==> src/rtl/debounce_pkg.sv <==
// Shared constants and width helper for the push-button debouncer family.
package debounce_pkg;

   localparam int unsigned DEB_STABLE_CNT_DEF = 4096;
   localparam int unsigned DEB_HOLD_CNT_DEF   = 50000000;
   localparam int unsigned DEB_REPEAT_CNT_DEF = 10000000;

   // Bits needed to hold values 0..n-1; never less than one bit.
   function automatic int unsigned deb_width(input int unsigned n);
      return (n < 2) ? 1 : $clog2(n);
   endfunction

endpackage

==> src/rtl/debounce_channel.sv <==
// One debounced push-button channel: 2-flop synchroniser, stability counter,
// registered level and one-cycle press/release pulses.
// Optional auto-repeat of press pulses when DEBOUNCE_AUTOREPEAT_EN is defined.
module debounce_channel
   import debounce_pkg::*;
#(
   parameter int unsigned STABLE_CNT = DEB_STABLE_CNT_DEF,
   parameter int unsigned HOLD_CNT   = DEB_HOLD_CNT_DEF,
   parameter int unsigned REPEAT_CNT = DEB_REPEAT_CNT_DEF
) (
   input  logic clk,
   input  logic rst,
   input  logic btn_i,
   output logic level_o,
   output logic press_o,
   output logic release_o
);

   localparam int unsigned CNT_W = deb_width(STABLE_CNT);

   // Reject parameter sets the counters cannot represent.
   if (STABLE_CNT < 2 || HOLD_CNT < 1 || REPEAT_CNT < 1) begin : g_bad_cfg
      $error("debounce_channel: STABLE_CNT must be >= 2, HOLD_CNT and REPEAT_CNT >= 1");
   end

   logic             sync1_q;
   logic             sync2_q;
   logic [CNT_W-1:0] cnt_q, cnt_d;
   logic             level_q, level_d;
   logic             press_q, press_d;
   logic             release_q, release_d;
   logic             accept;
   logic             rep_fire;

   // Stability counter: any sample matching the current level restarts the
   // count, so only an unbroken run of STABLE_CNT differing samples flips it.
   always_comb begin
      cnt_d   = cnt_q;
      level_d = level_q;
      accept  = 1'b0;
      if (sync2_q == level_q) begin
         cnt_d = '0;
      end else if (cnt_q == CNT_W'(STABLE_CNT - 1)) begin
         level_d = sync2_q;
         cnt_d   = '0;
         accept  = 1'b1;
      end else begin
         cnt_d = cnt_q + CNT_W'(1);
      end
   end

`ifdef DEBOUNCE_AUTOREPEAT_EN
   localparam int unsigned REP_MAX = (HOLD_CNT > REPEAT_CNT) ? HOLD_CNT : REPEAT_CNT;
   localparam int unsigned REP_W   = deb_width(REP_MAX);

   logic [REP_W-1:0] rep_q, rep_d;
   logic             phase_q, phase_d;

   // Repeat timer: counts from the press pulse; phase 0 waits HOLD_CNT,
   // phase 1 waits REPEAT_CNT. Cleared whenever the level is 0 or is being
   // released this cycle, so no repeat can coincide with a release.
   always_comb begin
      rep_d    = '0;
      phase_d  = 1'b0;
      rep_fire = 1'b0;
      if (level_q && !accept) begin
         phase_d = phase_q;
         if (!phase_q && rep_q == REP_W'(HOLD_CNT - 1)) begin
            rep_fire = 1'b1;
            phase_d  = 1'b1;
         end else if (phase_q && rep_q == REP_W'(REPEAT_CNT - 1)) begin
            rep_fire = 1'b1;
         end else begin
            rep_d = rep_q + REP_W'(1);
         end
      end
   end

   // Repeat state registers.
   always_ff @(posedge clk) begin
      if (rst) begin
         rep_q   <= '0;
         phase_q <= 1'b0;
      end else begin
         rep_q   <= rep_d;
         phase_q <= phase_d;
      end
   end
`else
   assign rep_fire = 1'b0;
`endif

   // Pulses are registered together with the new level so they line up with
   // the first cycle the level reads its new value.
   always_comb begin
      press_d   = (accept && sync2_q) || rep_fire;
      release_d = accept && !sync2_q;
   end

   // Synchroniser, counter, level and pulse registers.
   always_ff @(posedge clk) begin
      if (rst) begin
         sync1_q   <= 1'b0;
         sync2_q   <= 1'b0;
         cnt_q     <= '0;
         level_q   <= 1'b0;
         press_q   <= 1'b0;
         release_q <= 1'b0;
      end else begin
         sync1_q   <= btn_i;
         sync2_q   <= sync1_q;
         cnt_q     <= cnt_d;
         level_q   <= level_d;
         press_q   <= press_d;
         release_q <= release_d;
      end
   end

   assign level_o   = level_q;
   assign press_o   = press_q;
   assign release_o = release_q;

endmodule

==> src/rtl/debounce_array.sv <==
// N_CH independent debounced push-button channels plus a combined press flag.
// Define DEBOUNCE_AUTOREPEAT_EN to enable auto-repeat press pulses while held.
module debounce_array
   import debounce_pkg::*;
#(
   parameter int unsigned N_CH       = 4,
   parameter int unsigned STABLE_CNT = DEB_STABLE_CNT_DEF,
   parameter int unsigned HOLD_CNT   = DEB_HOLD_CNT_DEF,
   parameter int unsigned REPEAT_CNT = DEB_REPEAT_CNT_DEF
) (
   input  logic            clk,
   input  logic            rst,
   input  logic [N_CH-1:0] btn_in,
   output logic [N_CH-1:0] level_out,
   output logic [N_CH-1:0] press_pulse,
   output logic [N_CH-1:0] release_pulse,
   output logic            any_press
);

   // One fully independent debouncer per button.
   for (genvar i = 0; i < int'(N_CH); i++) begin : g_ch
      debounce_channel #(
         .STABLE_CNT (STABLE_CNT),
         .HOLD_CNT   (HOLD_CNT),
         .REPEAT_CNT (REPEAT_CNT)
      ) u_ch (
         .clk       (clk),
         .rst       (rst),
         .btn_i     (btn_in[i]),
         .level_o   (level_out[i]),
         .press_o   (press_pulse[i]),
         .release_o (release_pulse[i])
      );
   end

   // OR of registered pulses; no path from btn_in.
   assign any_press = |press_pulse;

endmodule

==> config.mk <==
export PLATFORM = sky130hd
export DESIGN_NAME = debounce_array
export DESIGN_NICKNAME = d
export VERILOG_FILES = /design/src/rtl/debounce_pkg.sv /design/src/rtl/debounce_channel.sv /design/src/rtl/debounce_array.sv
export SDC_FILE = /design/constraint.sdc
export NUM_CORES = 1
export LEC_CHECK = 0
export CAP_MARGIN = 25
export CORE_MARGIN = 3
export CORE_UTILIZATION = 55
export CTS_BUF_LIST = sky130_fd_sc_hd__clkbuf_16
export CTS_CLUSTER_DIAMETER = 80
export DETAILED_ROUTE_END_ITERATION = 7
export PLACE_DENSITY = 0.75
export SLEW_MARGIN = 0
export SYNTH_ARGS = -nofsm -noshare
export SYNTH_HDL_FRONTEND = slang
export SYNTH_HIERARCHICAL = 1
export SYNTH_SLANG_ARGS = --single-unit
==> constraint.sdc <==
create_clock -name clk -period 2.05 [get_ports clk]
set_input_delay 0.41 -clock clk [delete_from_list [all_inputs] [get_ports clk]]
set_output_delay 0.41 -clock clk [all_outputs]
set_load 0.05 [all_outputs]
Word level (Yosys, flattened, before mapping)

Cells that the tools add are included.

Logic and storage cells: 69
Register bits after elaboration: 68
Output and inout port bits: 13

Reductions and logical operators: 21
Bitwise gates (word level): 4
$add $sub $neg: 4
Mux-type cells: 8
Equality and inequality tests: 8

Operators with widths:

| kind                    | count |
|---|---|
| $add A12 B1 Y12 const B | 4 |
| $eq A12 B12 Y1 const B  | 4 |
| $reduce_or A3 Y1        | 4 |
| $logic_and A1 B1 Y1     | 8 |
| $mux W1                 | 8 |
| $reduce_and A2 Y1       | 4 |
| $eq A1 B1 Y1            | 4 |
| $logic_not A1 Y1        | 4 |
| $not A1 Y1              | 4 |
| $reduce_or A4 Y1        | 1 |

Depth between registers and ports, before layout

Depth after elaboration: 4
Depth in mapped cells: 5

Cells and area by module

The synthesis kept the hierarchy.

Modules (own cells, without submodules):

| module           | sequential area each (um^2) | times used | cells each | area an instance (um^2) |
|---|---|---|---|---|
| debounce_channel | 340.3                       | 4          | 72         | 732.0 |
| debounce_array   | 0.0                         | 1          | 1          | 7.5 |

Worst setup path after synthesis

No wires, ideal clock.

Kind: reg2out
From: register g_ch[1].u_ch.press_q
To: output port any_press
Cell stages (with the launch flop): 2
Data required time: 1.640 ns
Setup slack: 0.355 ns
Data arrival time: 1.285 ns
Buffers on the path: 0
Cells stage by stage: dfxtp_1 or4_1

Cells in the longest elaborated chain, start to end: 1

RTL lines:

| what                     | RTL line                | text |
|---|---|---|
| start: declaration       | debounce_channel.sv:30  | `logic press_q, press_d;` |
| start signal: assignment | debounce_channel.sv:114 | `press_q <= press_d;` |
| $reduce_or A4 Y1         | debounce_array.sv:37    | `assign any_press = \|press_pulse;` |
| end: declaration         | debounce_array.sv:17    | `output logic any_press` |

No other way between the ends.

Worst setup path in the final report

From: register g_ch[2].u_ch.level_q
To: output port level_out[2]

RTL lines:

| what                     | RTL line                | text |
|---|---|---|
| start: declaration       | debounce_channel.sv:29  | `logic level_q, level_d;` |
| start signal: assignment | debounce_channel.sv:113 | `level_q <= level_d;` |
| end: declaration         | debounce_array.sv:14    | `output logic [N_CH-1:0] level_out,` |

No word-level cell between the ends.

==> metrics.txt <==
run status completed; Top Family by Delay on Critical Path buffers and inverters; setup TNS 0 ns; register area between 1000 and 1500 sq um; Vias/cell 5.90; # Post-CTS Setup Buffers 0; Compound-Gate Fraction of Synth Area 14.7%; Vias 2291; Pint approximately 2.3 mW; clk sinks between 60 and 70; largest net degree at the start of global routing 14; Max stage delay on crit path approximately 0.84 ns; ANT cells 0; Hold Path Class reg2reg; grt total ovfl 0; die width just under 80 um; Netlist cell types 27; syn nets ~300; # IOs 19; Final Setup Violations 0; worst slew pin tran approximately 0.54 ns; Startpoint Class register; met2 Track Usage GR 31.3%; post-synthesis mux area share 1.36%; Die Span Y slightly below 80 um; Worst EP arrival 1.58 ns; dpl hpwl around 3600 um; post-synthesis cell area around 2900 sq um; Final Wtd Congestion between 0.7 and 0.8; Reg clk slew, reported paths roughly 0.060 ns; Yosys warning count 6; All-Layer GR Usage 19.5%; Cell Chain, Critical Path clkdlybuf4s50_1; main combinational cell family by area after synthesis simple AND/OR/NAND/NOR gates; Tcrit/Tclk final between 90% and 100%; RR Startpoint g_ch[2].u_ch/cnt_q[3]$_SDFF_PP0_; clk_skew about 0.0094 ns; clock power share roughly half; adder-cell share of the synthesized area 1.71%; R2R cell count 4; Power, Total between 2 and 3 mW; combinational power share approximately 1.5%; max-capacitance violation count 0; Critical Path RT 1.64 ns; unrepaired setup endpoints after global routing no; CTS Buf Count 9; Antenna Nets Post-Route 0; Max Slew Vio Count 0; Worst Hold Depth 1; min-delay src g_ch[0].u_ch/sync1_q$_SDFF_PP0_; global-route wire length before repair between 9000 and 10000 um; CTS tree yes; total iterations of the first detailed-routing run 4; Peak VDD IR ~0.00056 V; post-synthesis sequential area ratio about 46%; share of cells above drive strength 1 approximately 18%; CP max stage cell clkdlybuf4s50_1; full die area 6250 sq um; Psw 0.552 mW; simple-gate portion of the synthesized area 27.4%; Hold Buf Count CTS 0; Crit Path Max Fanout 5; met1 Resource Use GR approximately a quarter; Flop pwr share between 40% and 50%; Period minus WS final roughly 2.0 ns; Worst Hold End g_ch[0].u_ch/sync2_q$_SDFF_PP0_; reg-to-reg critical path endpoint g_ch[2].u_ch/cnt_q[6]$_SDFF_PP0_; final hold vios 0; row cnt 25; Power Density ~810 nW/um^2; Slew Limit Headroom between 60% and 70%; vias in the first global route between 2000 and 2500; PortBufs 18; initial antenna violation count 0; Final nets 326; buffers and inverters on the worst path 1; post-DR wirelength/cell 14.2 um; drt first-iter violations between 100 and 150; multi-input logic area 1490 sq um; gr busiest metal met2; core area around 4900 sq um; maximum root-to-sink buffer count 2; filler instances between 300 and 400; internal reg-to-reg setup slack 0.34 ns; GR Util met3 under 10%; CTS root buffer clkbuf_16; Peak Freq 503 MHz; post_cts resized 0; final routed DRC violation total 0; clock insertion delay at the later pin of the skew report approximately 0.32 ns; XOR/XNOR Fraction of Synth Area 4.77%; area grow syn2layout 19.3%; DRT Wirelength 5510 um; crit path capture type primary output; WS Path Type reg2out; leakage ~1.1 nW; Initial Util 59.4%; Post-Syn Instances roughly 290; Net Sw Frac approximately a fifth; FF+latch count, synth 68; syn_area_per_cell 10.2 sq um; H-tree levels 3
-- kinds of logic after synthesis --
| logic type | Yosys count |
|---|---|
| muxes | 4 |
| DFF | 68 |
| adders and majority gates | 4 |
| AOI/OAI and AO/OA | 56 |
| and+or+nand+nor | 121 |
| buffers and inverters | 20 |
| xor gates and xnor gates | 16 |
-- synthesized netlist by cell type --
master | count | share of area, %
a211oi_1 | 20 | 5.1
a211oi_2 | 8 | 3.4
and4bb_2 | 8 | 3.4
buf_2 | 4 | 0.68
buf_6 | 4 | 1.5
clkbuf_1 | 4 | 0.51
dfxtp_1 | 68 | 46
ha_1 | 4 | 1.7
inv_1 | 8 | 1.0
mux2i_1 | 4 | 1.4
nand2_1 | 16 | 2.0
nand2b_1 | 12 | 2.6
nand3_1 | 12 | 2.0
nand4_1 | 4 | 0.85
nand4_2 | 4 | 1.7
nor2b_1 | 8 | 1.7
nor3_1 | 16 | 2.7
nor3b_1 | 4 | 1.0
nor4_1 | 8 | 1.7
o21ai_0 | 12 | 2.0
o31ai_1 | 16 | 4.1
or3_1 | 8 | 1.7
or3_2 | 4 | 1.0
or4_1 | 13 | 3.3
or4_4 | 4 | 1.5
xnor2_1 | 4 | 1.2
xor2_1 | 12 | 3.6
-- cell type report --
class	count	area share, %
multi-input cells	201	42.5
flip-flops and latches	68	38.9
repair buffers	28	7.22
clock buffers	9	6.43
well taps	67	2.39
clock inverters	7	1.68
inverters	8	0.858
-- through the flow --
step           setup slack (ns)  instance area (sq um)  utilization (%)  std cells  hold WS, ns
3_3_place_gp              0.196                   3220             65.1        372        0.416
5_1_grt                 0.00250                   3500             70.8        388        0.451
4_1_cts                  0.0540                   3500             70.8        388        0.441
3_5_place_dp              0.144                   3220             65.1        372        0.425
2_1_floorplan             0.355                   2940                -        289        0.414
6_report                 0.0634                   3500             70.8        388        0.432
-- placed cells by master, fill, tap and decap left out, types with 5 or more instances in the layout --
cell type,synthesis,routed
inv_1,8,9
nand2b_1,12,12
buf_4,0,11
nand3_1,12,12
nand2_1,16,16
or3_1,8,8
nor3_1,16,16
o31ai_1,16,16
clkinv_2,0,5
xor2_1,12,12
nor2b_1,8,8
clkdlybuf4s50_1,0,17
dfxtp_1,68,68
or4_1,13,13
a211oi_2,8,8
o21ai_0,12,12
a211oi_1,20,20
clkbuf_16,0,9
and4bb_2,8,8
-- power groups by stage --
stage / clock network [mW] / registers (mW) / logic (mW)
2_1_floorplan: 0 / 1.36 / 0.0227
3_3_place_gp: 0 / 1.37 / 0.0423
3_5_place_dp: 0 / 1.37 / 0.0431
4_1_cts: 1.49 / 1.34 / 0.0438
5_1_grt: 1.54 / 1.34 / 0.0482
6_report: 1.45 / 1.34 / 0.0432
-- worst max-delay path by stage --
stage / from / end / slack, ns / cells after the start
6_report: g_ch[2].u_ch/level_o$_SDFFE_PP0P_ / level_out[2] / 0.06 / 1
5_1_grt: g_ch[3].u_ch/level_o$_SDFFE_PP0P_ / level_out[3] / 0.002 / 1
4_1_cts: g_ch[3].u_ch/level_o$_SDFFE_PP0P_ / level_out[3] / 0.05 / 1
3_5_place_dp: rst / g_ch[3].u_ch/cnt_q[5]$_SDFF_PP0_ / 0.14 / 3
3_3_place_gp: rst / g_ch[1].u_ch/cnt_q[8]$_SDFF_PP0_ / 0.20 / 3
2_1_floorplan: g_ch[1].u_ch/press_o$_SDFF_PP0_ / any_press / 0.35 / 1
-- routing by layer --
layer  up-vias  wire [um]
li1       1161          -
met1      1087       2680
met2        39       2550
met3         4        242
met4         0         38
met5         -          0
-- sequential cells by signal, summed over array words and instances, names as in the netlist --
register,flops
g_ch.u_ch/cnt_q,48
g_ch.u_ch/level_o,4
g_ch.u_ch/press_o,4
g_ch.u_ch/release_o,4
g_ch.u_ch/sync1_q,4
g_ch.u_ch/sync2_q,4
(Power assumes the default switching activity.)
